===== src/rtl/scoreboard_pkg.sv =====
// Shared types and one-hot helpers for the register write scoreboard.
package scoreboard_pkg;

  localparam int NUM_REGS = 16;

  typedef enum logic [1:0] {
    RUN   = 2'd0,
    DRAIN = 2'd1,
    DONE  = 2'd2
  } sb_state_e;

  typedef logic [NUM_REGS-1:0] onehot16_t;

  // Clearing the lowest set bit leaves something only when two or more bits were set.
  function automatic logic multi_hot(input onehot16_t v);
    return (v & (v - 16'd1)) != 16'd0;
  endfunction

  function automatic logic exactly_one_hot(input onehot16_t v);
    return (v != 16'd0) && !multi_hot(v);
  endfunction

endpackage


===== src/rtl/sb_counter.sv =====
// One outstanding-write counter: saturating increment, floor-at-zero decrement,
// with a registered non-zero flag that feeds the busy vector.
module sb_counter #(
  parameter int CNT_W = 2
) (
  input  logic             clk,
  input  logic             rst_n,
  input  logic             inc,
  input  logic             dec,
  output logic [CNT_W-1:0] cnt_nxt,
  output logic             busy,
  output logic             at_max
);

  localparam logic [CNT_W-1:0] CNT_ZERO = {CNT_W{1'b0}};
  localparam logic [CNT_W-1:0] CNT_MAX  = {CNT_W{1'b1}};
  localparam logic [CNT_W-1:0] CNT_ONE  = CNT_W'(1);

  logic [CNT_W-1:0] cnt_r;
  logic [CNT_W-1:0] cnt_nxt_s;
  logic             busy_r;
  logic             inc_eff_s;
  logic             dec_eff_s;

  // Next count; a coincident inc and dec cancel, and the guards keep the count from wrapping.
  always_comb begin
    cnt_nxt_s = cnt_r;
    dec_eff_s = dec & (cnt_r != CNT_ZERO);
    inc_eff_s = inc & ((cnt_r != CNT_MAX) | dec_eff_s);
    if (inc_eff_s && !dec_eff_s) begin
      cnt_nxt_s = cnt_r + CNT_ONE;
    end else if (dec_eff_s && !inc_eff_s) begin
      cnt_nxt_s = cnt_r - CNT_ONE;
    end else begin
      cnt_nxt_s = cnt_r;
    end
  end

  // Count and non-zero flag registers.
  always_ff @(posedge clk or negedge rst_n) begin
    if (!rst_n) begin
      cnt_r  <= CNT_ZERO;
      busy_r <= 1'b0;
    end else begin
      cnt_r  <= cnt_nxt_s;
      busy_r <= (cnt_nxt_s != CNT_ZERO);
    end
  end

  assign cnt_nxt = cnt_nxt_s;
  assign busy    = busy_r;
  assign at_max  = (cnt_r == CNT_MAX);

endmodule


===== src/rtl/reg_scoreboard.sv =====
// Read-after-write scoreboard for the 16-entry register file, with drain sequencing.
// Optional one-hot protocol checking is enabled by defining SCOREBOARD_ONEHOT_CHECK_EN.
module reg_scoreboard
  import scoreboard_pkg::*;
#(
  parameter int CNT_W = 2
) (
  input  logic             clk,
  input  logic             rst_n,
  input  logic             issue_valid,
  output logic             issue_ready,
  input  logic [15:0]      issue_dest,
  input  logic [15:0]      issue_src_a,
  input  logic [15:0]      issue_src_b,
  input  logic             wb_valid,
  input  logic [15:0]      wb_dest,
  input  logic             drain_req,
  output logic             drain_done,
  output logic [15:0]      busy,
  output logic [CNT_W+3:0] inflight,
  output logic             err
);

  onehot16_t        inc_s;
  onehot16_t        dec_s;
  onehot16_t        busy_s;
  onehot16_t        max_s;
  logic [CNT_W-1:0] cnt_nxt_s [NUM_REGS];
  logic [CNT_W+3:0] inflight_r;
  logic [CNT_W+3:0] inflight_nxt_s;
  sb_state_e        state_r;
  sb_state_e        state_nxt_s;
  logic             drain_done_r;
  logic             hazard_s;
  logic             sat_s;
  logic             ready_s;
  logic             accept_s;

  // Hazard and saturation look only at registered counter state, so writebacks never bypass.
  assign hazard_s = |((issue_src_a | issue_src_b) & busy_s);
  assign sat_s    = |(issue_dest & max_s);
  assign ready_s  = rst_n & (state_r == RUN) & ~hazard_s & ~sat_s;
  assign accept_s = issue_valid & ready_s;
  assign inc_s    = accept_s ? issue_dest : 16'h0000;
  assign dec_s    = wb_valid ? wb_dest : 16'h0000;

  for (genvar gi = 0; gi < NUM_REGS; gi++) begin : g_cnt
    sb_counter #(.CNT_W(CNT_W)) u_cnt (
      .clk     (clk),
      .rst_n   (rst_n),
      .inc     (inc_s[gi]),
      .dec     (dec_s[gi]),
      .cnt_nxt (cnt_nxt_s[gi]),
      .busy    (busy_s[gi]),
      .at_max  (max_s[gi])
    );
  end

  // Sum of next counter values so inflight updates on the same edge as the counters.
  always_comb begin
    inflight_nxt_s = {(CNT_W+4){1'b0}};
    for (int i = 0; i < NUM_REGS; i++) begin
      inflight_nxt_s = inflight_nxt_s + (CNT_W+4)'(cnt_nxt_s[i]);
    end
  end

  // Drain state machine: next state.
  always_comb begin
    state_nxt_s = state_r;
    case (state_r)
      RUN: begin
        if (drain_req) begin
          state_nxt_s = DRAIN;
        end else begin
          state_nxt_s = RUN;
        end
      end
      DRAIN: begin
        if (inflight_r == {(CNT_W+4){1'b0}}) begin
          state_nxt_s = DONE;
        end else begin
          state_nxt_s = DRAIN;
        end
      end
      DONE:    state_nxt_s = RUN;
      default: state_nxt_s = RUN;
    endcase
  end

  // State, inflight total and the registered drain-complete pulse.
  always_ff @(posedge clk or negedge rst_n) begin
    if (!rst_n) begin
      state_r      <= RUN;
      inflight_r   <= {(CNT_W+4){1'b0}};
      drain_done_r <= 1'b0;
    end else begin
      state_r      <= state_nxt_s;
      inflight_r   <= inflight_nxt_s;
      drain_done_r <= (state_nxt_s == DONE);
    end
  end

`ifdef SCOREBOARD_ONEHOT_CHECK_EN
  logic err_r;
  logic err_set_s;

  assign err_set_s = (accept_s & (multi_hot(issue_dest) | multi_hot(issue_src_a) |
                                  multi_hot(issue_src_b)))
                   | (wb_valid & (~exactly_one_hot(wb_dest) | (|(wb_dest & ~busy_s))));

  // Sticky protocol error flag.
  always_ff @(posedge clk or negedge rst_n) begin
    if (!rst_n) begin
      err_r <= 1'b0;
    end else begin
      err_r <= err_r | err_set_s;
    end
  end

  assign err = err_r;
`else
  assign err = 1'b0;
`endif

  assign issue_ready = ready_s;
  assign drain_done  = drain_done_r;
  assign busy        = busy_s;
  assign inflight    = inflight_r;

endmodule


===== config.mk =====
export PLATFORM = sky130hd
export DESIGN_NAME = reg_scoreboard
export DESIGN_NICKNAME = d
export VERILOG_FILES = /design/src/rtl/scoreboard_pkg.sv /design/src/rtl/sb_counter.sv /design/src/rtl/reg_scoreboard.sv
export SDC_FILE = /design/constraint.sdc
export NUM_CORES = 1
export LEC_CHECK = 0
export ABC_AREA = 1
export CORE_AREA = 3 3 115 106
export CTS_BUF_LIST = sky130_fd_sc_hd__clkbuf_2
export CTS_CLUSTER_SIZE = 16
export DETAILED_ROUTE_END_ITERATION = 12
export DIE_AREA = 0 0 118 109
export PLACE_DENSITY = 0.81
export RECOVER_POWER = 25
export SYNTH_ARGS = -nofsm -noshare
export SYNTH_HDL_FRONTEND = slang
export SYNTH_SLANG_ARGS = --single-unit
export TNS_END_PERCENT = 1

===== constraint.sdc =====
create_clock -name clk -period 7 [get_ports clk]
set_input_delay 1.4 -clock clk [delete_from_list [all_inputs] [get_ports clk]]
set_output_delay 1.4 -clock clk [all_outputs]
set_load 0.02 [all_outputs]

Word-level counts from Yosys, hierarchy flattened
Cells that the tools add are included.

storage, ports and cells
  flip-flop bits (word level) = 57
  input port bits = 69

operators by class
  equal/unequal tests = 34
  muxes and demuxes = 37
  bitwise operators = 57
  reduce and logical (&&, ||, !) cells = 100
  add/sub/neg operators = 47

operators with widths
  cell                                                 number
  adder 6 x 2 -> 6 bit                                 11
  2-to-1 mux 2 bit                                     33
  nonzero test 2 bit                                   32
  AND 1 bit                                            36
  equality test 2 bit, second input constant           17
  adder 2 x 1 -> 2 bit, second input constant          16
  AND 16 bit                                           2
  logical AND 1 bit                                    32
  logical NOT 1 bit                                    32
  2-to-1 mux 16 bit                                    2
  != test 2 bit, second input constant                 16
  OR reduction 16 bit                                  2
  subtractor 2 x 1 -> 2 bit, second input constant     16
  bitwise OR 1 bit                                     16
  bitwise OR 16 bit                                    1
  adder 5 x 2 -> 6 bit                                 1
  logical NOT 6 bit                                    1
  adder 4 x 2 -> 5 bit                                 1
  adder 3 x 2 -> 4 bit                                 1
  one-hot mux 2 bit (2 select lines)                   1
  adder 2 x 2 -> 3 bit                                 1
  equality test 2 x 1 -> 1 bit, second input constant  1
  logical NOT 2 bit                                    1
  NOT 1 bit                                            2
  2-to-1 mux 1 bit                                     1

Depth between registers and ports, before layout
  word-level depth = 28
  gate-level depth with buffers = 29

Hierarchy
A second synthesis with hierarchy kept.

unflattened totals
  cell total of the unflattened synthesis = 684
  area total of the unflattened synthesis = 5,067.4 um^2

modules (own cells, without submodules)
  module                            area an instance (um^2)  times used  cells each  seq. area each (um^2)
  sb_counter at g_cnt[0].u_cnt ...  210.2                    13          28          75.1
  reg_scoreboard                    1,689.1                  1           236         225.2
  sb_counter at g_cnt[1].u_cnt ...  215.2                    3           28          75.1

Least setup slack after synthesis
No wires, ideal clock.

  path kind = input -> register
  start point = in issue_src_b[8]
  end point = reg inflight_r[3] (netlist: inflight[3])
  setup slack = 883 ps
  cell stages on the path = 23
  required time = 6,877 ps
  arrival time = 5,994 ps
  buffers on the path = 1
  setup time = 123 ps
  cells stage by stage = o21a_1 nor2_2 nand2_1 nor2_4 buf_2 nand4_1 nand2_1 inv_1 o21ai_1 nand2_1 fa_1 inv_1 fa_1 inv_1 fa_1 fa_1 inv_1 fa_1 inv_1 ha_1 inv_1 fa_1 xnor2_1

RTL lines
  what                  line                  RTL
  from (decl)           reg_scoreboard.sv:14  input logic [15:0] issue_src_b,
  to (signal assigned)  reg_scoreboard.sv:94  inflight_r <= {(CNT_W+4){1'b0}};
  to (signal assigned)  reg_scoreboard.sv:98  inflight_r <= inflight_nxt_s;
  to (decl)             reg_scoreboard.sv:29  logic [CNT_W+3:0] inflight_r;

==> run metrics <==
drt drc=0; die area=12,860 µm²; core area=10,950 µm²; hold crit path type=flop to flop; Final Max Tran Viols=47; post-synth cell types=33; Data arrival, critical path=6.95 ns; clk root buf=clkbuf_2; CTS Hold Bufs=0; WHS Endpoint=drain_done; CP peak stage delay=0.55 ns; MaxCap Viol Count=1; Syn Nets=827; Hold WS=0.5655 ns; number of synthesized flops with an enable pin=0; PortBufs=92; post-DP HPWL=10.73 mm; flop2flop setup slack=1.27 ns; DIE HEIGHT=109 µm; GRT Util Overall=0.2115; synthesized cell area=5021 µm²; reg-to-reg endpoint=inflight[5]; # setup viols final=0; slew margin rel.=-0.6962; Post-CTS Repair Setup Buffers=0; status=complete, but fails checks; FMAX=153.8 MHz; # rows=36; endpoints failing hold=0; measured slew at the worst slew-check pin=2.544 ns; drt pass-1 iters=6; RePlAce Congestion=0.9278; asr flop ratio synth=1.000; most frequent cells in the layout=nand2_1 (191), inv_1 (123), clkdlybuf4s50_1 (90); fin area=6120 µm²; CTS buffer count=9; crit share post-route=0.9290; Hold Crit Start=inflight[4]; vias in the first global route=4,548; post_cts resized=0; crit path time final=6.503 ns; hold path cells=3; #FFs+latches synth=57; # clock sinks=57; WS Path Type=primary input to flop; sequential-to-total area share from yosys stat=0.2841; ANT cells=0; GRT Residual Overflow=0; CP Max Fanout=13; largest net degree at the start of global routing=47; area grow syn2layout=21.88%; commonest register cell after synthesis=dfrtp_1; DRT antenna net count=0; I/O Pins=94; Syn. warnings=0; drt total wl=13.06 mm; Register-to-Register Path Depth=26; routed via count=4,694; most common cell after layout, fill and taps aside=nand2_1; skew final=0.02648 ns; Iteration-0 DRC Markers=351; Clock Path Buffers=2; Die X=118 µm; synthesized instance count=692; starting density of the core=0.4587; r2r startpoint=g_cnt[3].u_cnt.cnt_r[0]; antenna violations before repair=0; FF+latch area=1426 µm²; routed vias/inst=5.010; violated checks=max-capacitance violations, max-slew violations; top cells by area, synth=dfrtp_1 (28%), nand2_1 (14%), fa_1 (10%), ha_1 (10%), inv_1 (9.2%); Worst EP required=7.44 ns; area of the multi-input gates=2953 µm²; Slowest-stage cell, CP=fa_1; Cell Area, Placed=6057 µm²; # fillers=1,018; CP Capture Type=flop; unrepaired setup endpoints after global routing=no; global-route wire length before repair=21.41 mm; CTS tree=built; total negative slack=0 ns; share of the synthesized area in the top cell type=0.2841; H-tree Lvls=3; crit-path most repeated cell=fa_1; CP Launch Type=primary input; clk_lat worst skew=0.52 ns; Syn Area/Cell=7.256 µm²; area leader, netlist=dfrtp_1; nets=916; crit path cell chain=clkdlybuf4s50_1, nand2_1, nand2_1, nor2_1, nand3_1, nor2_4, and2_4, nand4_1, nand2_1, nand2_1, nand2_1, inv_1, fa_1, inv_1, fa_1, fa_1, fa_1, inv_1, fa_1, inv_1, ha_1, inv_1, fa_1, o21ai_0; Worst-path clk slew=0.17 ns; DR WL/cell=13.94 µm; ratio of cells with drive above 1 in the final layout=0.04968
stage by stage:
| step | std cells | worst slack [ns] | util |
|---|---|---|---|
| after floorplan | 692 | 0.8830 | - |
| after global placement | 922 | 0.09171 | 0.5534 |
| after detailed placement | 922 | -0.01484 | 0.5534 |
| after CTS | 937 | 0.5184 | 0.5599 |
| after global routing | 937 | 0.1451 | 0.5591 |
| final | 937 | 0.4973 | 0.5591 |
flip-flops by register name, indices dropped and copies added (netlist names):
| name | cells |
|---|---|
| g_cnt.u_cnt.cnt_r | 32 |
| g_cnt.u_cnt.busy | 16 |
| inflight | 6 |
| state_r | 2 |
| drain_done | 1 |
kinds of logic (layout without fill, tap and decap cells):
kind of cell	count (synthesis)	after routing	share of synthesized area
XOR/XNOR	3	3	0.005234
AO/OA/AOI/OAI	28	28	0.02940
other	1	1	0.0007469
flip-flops	57	57	0.2841
buffers and inverters	150	243	0.1278
adder cells (fa/ha/maj)	66	66	0.2033
AND/OR/NAND/NOR	387	387	0.3494
layout make-up:
| class | instances | area share |
|---|---|---|
| Multi-Input combinational cell | 485 | 0.4825 |
| Clock inverter | 6 | 0.004294 |
| Timing Repair Buffer | 105 | 0.1662 |
| Inverter | 123 | 0.07544 |
| Clock buffer | 9 | 0.007360 |
| Sequential cell | 57 | 0.2331 |
| Tap cell | 152 | 0.03108 |
layer usage:
layer | up-vias | wire length (µm) | track usage | part of all wire
met5 | - | 0 | 0 | 0
met4 | 0 | 380 | 0.08285 | 0.029
met3 | 34 | 1202 | 0.04824 | 0.092
met2 | 204 | 5607 | 0.3398 | 0.43
met1 | 2124 | 5870 | 0.2808 | 0.45
li1 | 2332 | - | - | -
cell usage after synthesis (3+ instances only):
library cell,n
dfrtp_1,57
nor2_1,71
buf_4,18
nand2_2,3
ha_1,40
nand2_1,191
nor3_1,10
nand4_1,37
inv_1,123
o21ai_1,9
o21a_1,3
nand4_2,8
fa_1,26
buf_2,3
o21ai_0,14
clkbuf_1,4
nand3_1,54
critical path: cells and delay by family:
family	cells	cell delay (ns)
compound gates	1	0.17
buf+inv	6	0.80
simple gates	10	1.37
fa+ha+maj	7	3.19
worst max path at each step:
stage / start / end / slack (ns) / cells past startpoint
5_1_grt: issue_dest[13] / inflight[3] / 0.15 / 26
3_3_place_gp: issue_src_b[10] / inflight[3] / 0.09 / 23
3_5_place_dp: issue_dest[13] / inflight[3] / -0.01 / 26
6_report: issue_dest[5] / inflight[5] / 0.50 / 24
4_1_cts: issue_dest[13] / inflight[5] / 0.52 / 26
2_1_floorplan: issue_src_b[8] / inflight[3] / 0.88 / 23
Power is left out: the tool's default activity adds up to more than one toggle a clock period on the data nets, which glitch-free logic cannot reach.
